## src/rtl/popcount_pkg.sv

```systemverilog
// Shared sizing helpers for the pipelined popcount: counter width, tree depth,
// pipeline latency and the bit offsets of each adder level on the flat tree bus.
package popcount_pkg;

  localparam int DEF_THRESHOLD = 4;
  localparam int DEF_ACC_W     = 32;

  function automatic int clog2_f(input int v);
    int r;
    r = 0;
    while ((1 << r) < v) r++;
    return r;
  endfunction

  function automatic int count_w(input int width);
    return clog2_f(width + 1);
  endfunction

  function automatic int pipe_lat(input int width, input int reg_every);
    int l;
    l = (clog2_f(width) + reg_every - 1) / reg_every;
    return (l < 1) ? 1 : l;
  endfunction

  // Bits used by levels 0..k-1: level j emits n>>(j+1) sums of j+2 bits.
  function automatic int tree_off(input int n, input int k);
    int off;
    off = 0;
    for (int j = 0; j < k; j++) off += (n >> (j + 1)) * (j + 2);
    return off;
  endfunction

endpackage

```

## src/rtl/popcount_tree_level.sv

```systemverilog
// One adder-tree level: pairs of IW-bit sums become IW+1-bit sums, optionally
// registered behind the global pipeline enable.
module popcount_tree_level #(
  parameter int N_IN = 2,
  parameter int IW   = 1,
  parameter bit REG  = 1'b0
) (
  input  logic                        clock,
  input  logic                        reset_n,
  input  logic                        en_i,
  input  logic [N_IN*IW-1:0]          sums_i,
  output logic [(N_IN/2)*(IW+1)-1:0]  sums_o
);

  localparam int NO = N_IN / 2;
  localparam int OW = IW + 1;

  logic [NO*OW-1:0] sum_d;

  always_comb begin
    sum_d = '0;
    for (int i = 0; i < NO; i++)
      sum_d[i*OW +: OW] = OW'(sums_i[2*i*IW +: IW]) + OW'(sums_i[(2*i+1)*IW +: IW]);
  end

  if (REG) begin : g_reg
    logic [NO*OW-1:0] sum_q;
    always_ff @(posedge clock or negedge reset_n) begin
      if (!reset_n)  sum_q <= '0;
      else if (en_i) sum_q <= sum_d;
    end
    assign sums_o = sum_q;
  end else begin : g_comb
    logic unused_ctl;
    assign unused_ctl = ^{clock, reset_n, en_i};
    assign sums_o     = sum_d;
  end

endmodule

```

## src/rtl/popcount_pipe.sv

```systemverilog
// Pipelined population count with below-threshold flag and saturating hit total.
// Define POPCOUNT_PIPE_MASK_EN to add in_mask (counted vector = in_data & in_mask).
module popcount_pipe
  import popcount_pkg::*;
#(
  parameter int          WIDTH     = 8,
  parameter int          REG_EVERY = 1,
  parameter int unsigned THRESHOLD = DEF_THRESHOLD,
  parameter int          ACC_W     = DEF_ACC_W
) (
  input  logic                        clock,
  input  logic                        reset_n,
  input  logic                        in_valid,
  output logic                        in_ready,
  input  logic [WIDTH-1:0]            in_data,
`ifdef POPCOUNT_PIPE_MASK_EN
  input  logic [WIDTH-1:0]            in_mask,
`endif
  output logic                        out_valid,
  input  logic                        out_ready,
  output logic [count_w(WIDTH)-1:0]   out_count,
  output logic                        out_hit,
  input  logic                        clear_acc,
  output logic [ACC_W-1:0]            hit_total
);

  localparam int CW  = count_w(WIDTH);
  localparam int D   = clog2_f(WIDTH);
  localparam int N   = 1 << D;
  localparam int SW  = D + 1;
  localparam int LAT = pipe_lat(WIDTH, REG_EVERY);

  logic             advance;
  logic [WIDTH-1:0] vec;
  logic [N-1:0]     leaves;
  logic [SW-1:0]    sum;
  logic [LAT-1:0]   vld_q;
  logic [LAT:0]     vld_pipe;
  logic [CW-1:0]    cnt_d, cnt_q;
  logic             hit_d, hit_q;
  logic [ACC_W-1:0] hit_total_d, hit_total_q;

  assign advance = !out_valid || out_ready;
  assign in_ready = advance;

  // Idle beats feed zeros so stale or unknown data never reaches the tree.
`ifdef POPCOUNT_PIPE_MASK_EN
  assign vec = in_valid ? (in_data & in_mask) : '0;
`else
  assign vec = in_valid ? in_data : '0;
`endif
  assign leaves = N'(vec);

  if (D == 0) begin : g_one
    assign sum = leaves;
  end else begin : g_tree
    localparam int TOT = tree_off(N, D);
    logic [TOT-1:0] tree;
    for (genvar k = 0; k < D; k++) begin : g_lvl
      localparam int NI = N >> k;
      logic [NI*(k+1)-1:0] lvl_in;
      if (k == 0) begin : g_in0
        assign lvl_in = leaves;
      end else begin : g_inn
        assign lvl_in = tree[tree_off(N, k-1) +: NI*(k+1)];
      end
      // The last level stays combinational: the output register closes it.
      popcount_tree_level #(
        .N_IN (NI),
        .IW   (k + 1),
        .REG  (((k + 1) % REG_EVERY == 0) && (k != D - 1))
      ) u_lvl (
        .clock   (clock),
        .reset_n (reset_n),
        .en_i    (advance),
        .sums_i  (lvl_in),
        .sums_o  (tree[tree_off(N, k) +: (NI/2)*(k+2)])
      );
    end
    assign sum = tree[TOT-1 -: SW];
  end

  assign cnt_d = CW'(sum);
  assign hit_d = (32'(sum) < THRESHOLD);

  assign vld_pipe  = {vld_q, in_valid};
  assign out_valid = vld_pipe[LAT];

  always_ff @(posedge clock or negedge reset_n) begin
    if (!reset_n) begin
      vld_q <= '0;
      cnt_q <= '0;
      hit_q <= 1'b0;
    end else if (advance) begin
      vld_q <= vld_pipe[LAT-1:0];
      cnt_q <= cnt_d;
      hit_q <= hit_d;
    end
  end

  assign out_count = cnt_q;
  assign out_hit   = hit_q;

  // Clear wins over a same-cycle hit; the total sticks at all-ones.
  always_comb begin
    hit_total_d = hit_total_q;
    if (clear_acc)
      hit_total_d = '0;
    else if (out_valid && out_ready && out_hit && (hit_total_q != '1))
      hit_total_d = hit_total_q + ACC_W'(1);
  end

  always_ff @(posedge clock or negedge reset_n) begin
    if (!reset_n) hit_total_q <= '0;
    else          hit_total_q <= hit_total_d;
  end

  assign hit_total = hit_total_q;

endmodule

```

## config.mk

```make
export PLATFORM = sky130hd
export DESIGN_NAME = popcount_pipe
export DESIGN_NICKNAME = d
export VERILOG_FILES = /design/src/rtl/popcount_pkg.sv /design/src/rtl/popcount_tree_level.sv /design/src/rtl/popcount_pipe.sv
export SDC_FILE = /design/constraint.sdc
export NUM_CORES = 1
export LEC_CHECK = 0
export CELL_PAD_IN_SITES_DETAIL_PLACEMENT = 0
export CELL_PAD_IN_SITES_GLOBAL_PLACEMENT = 1
export CORE_ASPECT_RATIO = 0.6
export CORE_MARGIN = 3
export CORE_UTILIZATION = 40
export DETAILED_ROUTE_END_ITERATION = 12
export MAX_ROUTING_LAYER = met4
export PLACE_DENSITY_LB_ADDON = 0.1
export SETUP_SLACK_MARGIN = 0.4
export SYNTH_ARGS = -nofsm -noshare
export SYNTH_HDL_FRONTEND = slang
export SYNTH_SLANG_ARGS = --single-unit
```

## constraint.sdc

```tcl
create_clock -name clock -period 3 [get_ports clock]
set_input_delay 0.45 -clock clock [delete_from_list [all_inputs] [get_ports clock]]
set_output_delay 0.45 -clock clock [all_outputs]
set_load 0.01 [all_outputs]
```

== Word-level counts from Yosys, hierarchy flattened ==
Cells that the tools add are included.

* Add/subtract/negate cells: 8
* Multiply operators: 0
* Div/mod/pow operators: 0
* $lt $le $gt $ge: 1
* Equality and inequality tests: 1
* Shift-type cells: 0
* Multiplexer cells: 3
* Bitwise operators: 0
* Reduce and logical (&&, ||, !) cells: 6

{| class="wikitable"
|+ Operators by type and width
! operator !! number
|-
| 32-bit 2-to-1 mux || 2
|-
| 32-bit by 1-bit adder with 32-bit output, second input constant || 1
|-
| 32-bit != test, second input constant || 1
|-
| 1-bit by 1-bit adder with 2-bit output || 4
|-
| 8-bit 2-to-1 mux || 1
|-
| 2-bit by 2-bit adder with 3-bit output || 2
|-
| 3-bit by 3-bit adder with 4-bit output || 1
|-
| 4-bit by 3-bit < comparator with 1-bit output, second input constant || 1
|-
| 1-bit logical AND || 3
|-
| 2-bit nonzero test || 1
|-
| 1-bit zero test || 1
|-
| 1-bit logical OR || 1
|}

* Register bits after elaboration: 54
* Latch bits: 0
* RAM bits: 0
* Bits in read-only memories: 0
* Bits of input ports: 13
* Output and inout port bits: 39
* Logic and storage cells: 25
* Memories: 0

== Depth between registers and ports, before layout ==
* Depth after elaboration: 5
* Depth in mapped cells: 8
* Gate-level depth less buffers: 6

== Modules after synthesis ==
A second synthesis with hierarchy kept.

* Cell total of the unflattened synthesis: 289
* Area, all modules: 3061.7 um^2

{| class="wikitable"
|+ By module, submodules not included
! module !! times used !! cells each !! area an instance (um^2) !! seq. area each (um^2)
|-
| popcount_pipe || 1 || 234 || 2259.7 || 1001.0
|-
| popcount_tree_level (g_tree.g_lvl[0].u_lvl) || 1 || 21 || 381.6 || 200.2
|-
| popcount_tree_level (g_tree.g_lvl[1].u_lvl) || 1 || 22 || 325.3 || 150.1
|-
| popcount_tree_level (g_tree.g_lvl[2].u_lvl) || 1 || 12 || 95.1 || 0.0
|}

== Worst setup path before layout ==
No wires, ideal clock.

* Kind: flip-flop to flip-flop
* From: reg hit_total_q[2] (netlist: hit_total[2])
* To: reg hit_total_q[28] (netlist: hit_total[28])
* Library setup time: 0.078 ns
* Data arrival time: 2.427 ns
* Data required time: 2.922 ns
* Setup slack: 0.495 ns
* Cell stages (with the launch flop): 8
* Buffers on the path: 2
* Clock period less this slack: 2.505 ns
* Cell sequence: dfrtp_1 > nand4_2 > or4_1 > clkbuf_2 > or4_1 > clkbuf_2 > or4_1 > a21oi_1

* Word-level cells in the longest chain between the ends: 3
* Elaborated cells on any way between the ends: 6
* Classes of those cells: add/sub (1); eq/ne (1); mux (2); reduce/logical (2)

{| class="wikitable"
|+ Ends and longest elaborated chain
! element !! line !! source
|-
| start, declared || popcount_pipe.sv:41 || <nowiki>logic [ACC_W-1:0] hit_total_d, hit_total_q;</nowiki>
|-
| start signal, assigned || popcount_pipe.sv:115 || <nowiki>else hit_total_q <= hit_total_d;</nowiki>
|-
| 32-bit by 1-bit adder with 32-bit output / 32-bit != test (equally long branches) || popcount_pipe.sv:110, popcount_pipe.sv:109 ||
|-
| 32-bit 2-to-1 mux / 1-bit logical AND (equally long branches) || popcount_pipe.sv:109 || <nowiki>else if (out_valid && out_ready && out_hit && (hit_total_q != '1))</nowiki>
|-
| 32-bit 2-to-1 mux / 2-bit nonzero test (equally long branches) || -- ||
|}

Parallel ways exist; a longest one is shown, timed or not. The select of a mux whose other input is x is not followed.
A chain may end at the register's enable or synchronous reset.

== Final worst setup path ==
* From: reg hit_total_q[4] (netlist: hit_total[4])
* To: reg hit_total_q[28] (netlist: hit_total[28])

Same word-level chain as after synthesis.

==> flow_summary.toml <==
[worst_setup_path]
r2r_cells = 5
end_kind = "flip-flop"
cp.required_ns = 3.22
critPathKind = "reg -> reg"
worstPathMaxFanout = 8
cp.arrival_ns = 2.70
cp-start-kind = "flip-flop"
r2r_slack_ns = 0.52

[power]
clkPwrFrac_pct = 29.1
peakVddDrop_uv = 303
power_density_nw_per_um2 = 519
sw_frac_of_total_pct = 28.2
seqPwrFrac_pct = 47.0
p_int_w = 0.00136
combPwrFrac_pct = 23.8
p_leak_nw = 1.43
power.switching_w = 0.000533

[die]
die-area_um2 = 8330
die_y_um = 71.9
start_util_pct = 42.3
die_w_um = 116
core_um2 = 6850
io_pins = 52
rows = 23

[logic_synthesis]
ys_ff_latch = 54
synth_nets = 323
ys.flop_type = "dfrtp_1"
yosys.cell_count.top_type = "dfrtp_1"
async_reset_ff_share_pct = 100
yosysTopAreaCell = "dfrtp_1"
yosysWarningCount = 0
synth.area.top_cells = "dfrtp_1 47%, mux2_2 5.4%, a21oi_1 4.8%"
synth_top_area_share_pct = 46.7
synth_area_um2 = 2900
synthCells = 297
ys_types = 37
synthTopCellsByCount = "54 x dfrtp_1, 28 x a21oi_1, 20 x nand2_1"
synth-seq-area-share_pct = 46.7
synth_edf_count = 0
postSynthAreaPerCell_um2 = 9.75

[place]
numPortBuffers = 51
hpwl_um = 5370
routabilityCongestion = 0.744

[global_route]
grt_max_degree = 34
grt.total_usage_pct = 19.3
grt_pass1_vias = 2204
grt_pass1_wl_um = 12000
grt-ovfl-total = 0
grt_antenna_before_repair = 0

[detailed_routing]
wl_per_cell_um = 16.5
via_per_inst = 5.55
firstDrtPassIters = 4
wl_met2_um = 2730
ant_nets = 0
drt-initial-drc-count = 157
wl_met1_um = 3980
wl_um = 7160
vias = 2405
wl_met3_um = 417
drc = 0
top_layer = "met4"

[clock_tree]
cts_tree = "yes"
ctsHoldBuffers = 0
clkTransAtPathRegs_ns = 0.07
htreeDepth = 2
clk-insertion-delay-late_ns = 0.29
cts_sinks = 54
cts-root-buf = "clkbuf_16"
cts_setup_buffers = 0
cts_buffers = 5
clockBufferDepth = 2

[sta]
worst_slew_pin_slew_ns = 0.784
min_period_ns = 2.48
setup_viol = 0
relSlewSlack_pct = 47.6
fin_setup_tns_ns = 0
final_max_slew_viol_count = 0
finClkSkew_ns = 0.00362
period_share_pct = 82.6
fmax_ghz = 0.403
whs_ns = 0.136
finalHoldViolations = 0
rsz0062_at_grt = "true"

[layout]
diodes = 0
area_growth_pct = 25.9
fin_nets = 372
layout-drive-gt1-share_pct = 11.3

[worst_hold_path]
hp-class = "in -> async"

[job]
maxCapViolCount = 0

[run_status]
status = "completed"
[state kept, by name (all words and copies together), names as in the netlist]
name and count:
out_count 4, g_tree.g_lvl.u_lvl.sums_o 14, vld_q 3, hit_total 32, out_hit 1
[per-layer routing]
metal  vias up  GRT usage [%]
met3         2           4.00
met2        69           23.7
met5         -              -
met4         0           4.25
met1      1144           31.8
li1       1190              -
[final cells by class]
cell class                      instances  area (µm²)
Clock buffer                            6         129
Clock inverter                          1        7.51
Fill cell                             652        3200
Inverter                               12        45.0
Multi-Input combinational cell        215        1450
Sequential cell                        54        1350
Tap cell                               87         109
Timing Repair Buffer                   58         558
[through the flow]
step	utilization [%]	setup WS, ns	power [W]	instances	instance area (µm²)
after floorplan	-	0.495	0.00116	297	2900
after global placement	51.0	0.377	0.00135	426	3500
after detailed placement	51.0	0.344	0.00136	426	3500
after CTS	53.1	0.424	0.00192	433	3640
after global routing	53.3	0.374	0.00202	433	3650
final	53.3	0.521	0.00189	433	3650
[cells by family (layout without fill, tap and decap cells)]
logic type      count (synthesis)  count (layout)  synth area share (%)
flops                          54              54                  46.7
compound gates                 61              61                  12.4
xor+xnor                        6               6                  1.81
fa+ha+maj                      13              13                  6.39
simple gates                  121             121                  23.5
mux                            14              14                  5.44
buf+inv                        28              77                  3.89
[worst paths after layout]
path | to | from
max in group asynchronous | hit_total[19] | reset_n
min in group clock | vld_q[2] | vld_q[1]
worst min register to register | vld_q[2] | vld_q[1]
worst max-delay path | hit_total[28] | hit_total[4]
worst min-delay path | hit_total[10] | reset_n
worst max register to register | hit_total[28] | hit_total[4]
[cell usage in the layout (no fill, tap or decap), types with 10 or more instances in the layout]
master / count
nand2_1: 20
a21oi_1: 28
ha_1: 10
dfrtp_1: 53
mux2_2: 14
o21ai_0: 14
clkdlybuf4s50_1: 50
inv_1: 12
nor2_1: 19
nand3_1: 11
nand4_1: 11
[critical path, stage by stage, from the launching register on]
cell and delay (ns):
dfrtp_1 0.42, nand4_1 0.24, or4_4 0.60, or4_4 0.59, or4_1 0.42, a21oi_1 0.15
[power by group through the flow]
stage	clock network, W	registers, W	logic, W
after global routing	0.000611	0.000904	0.000506
after global placement	0	0.000903	0.000452
final	0.000552	0.000890	0.000451
after floorplan	0	0.000909	0.000246
after CTS	0.000573	0.000892	0.000456
after detailed placement	0	0.000906	0.000452
[repair_timing]
item | 4_1_cts | 5_1_grt
resized for setup | 1 | 3
endpoints found under the hold margin | 0 | 0
endpoints found under the setup margin | 2 | 12
No activity file was read; power rests on OpenSTA's default activity.
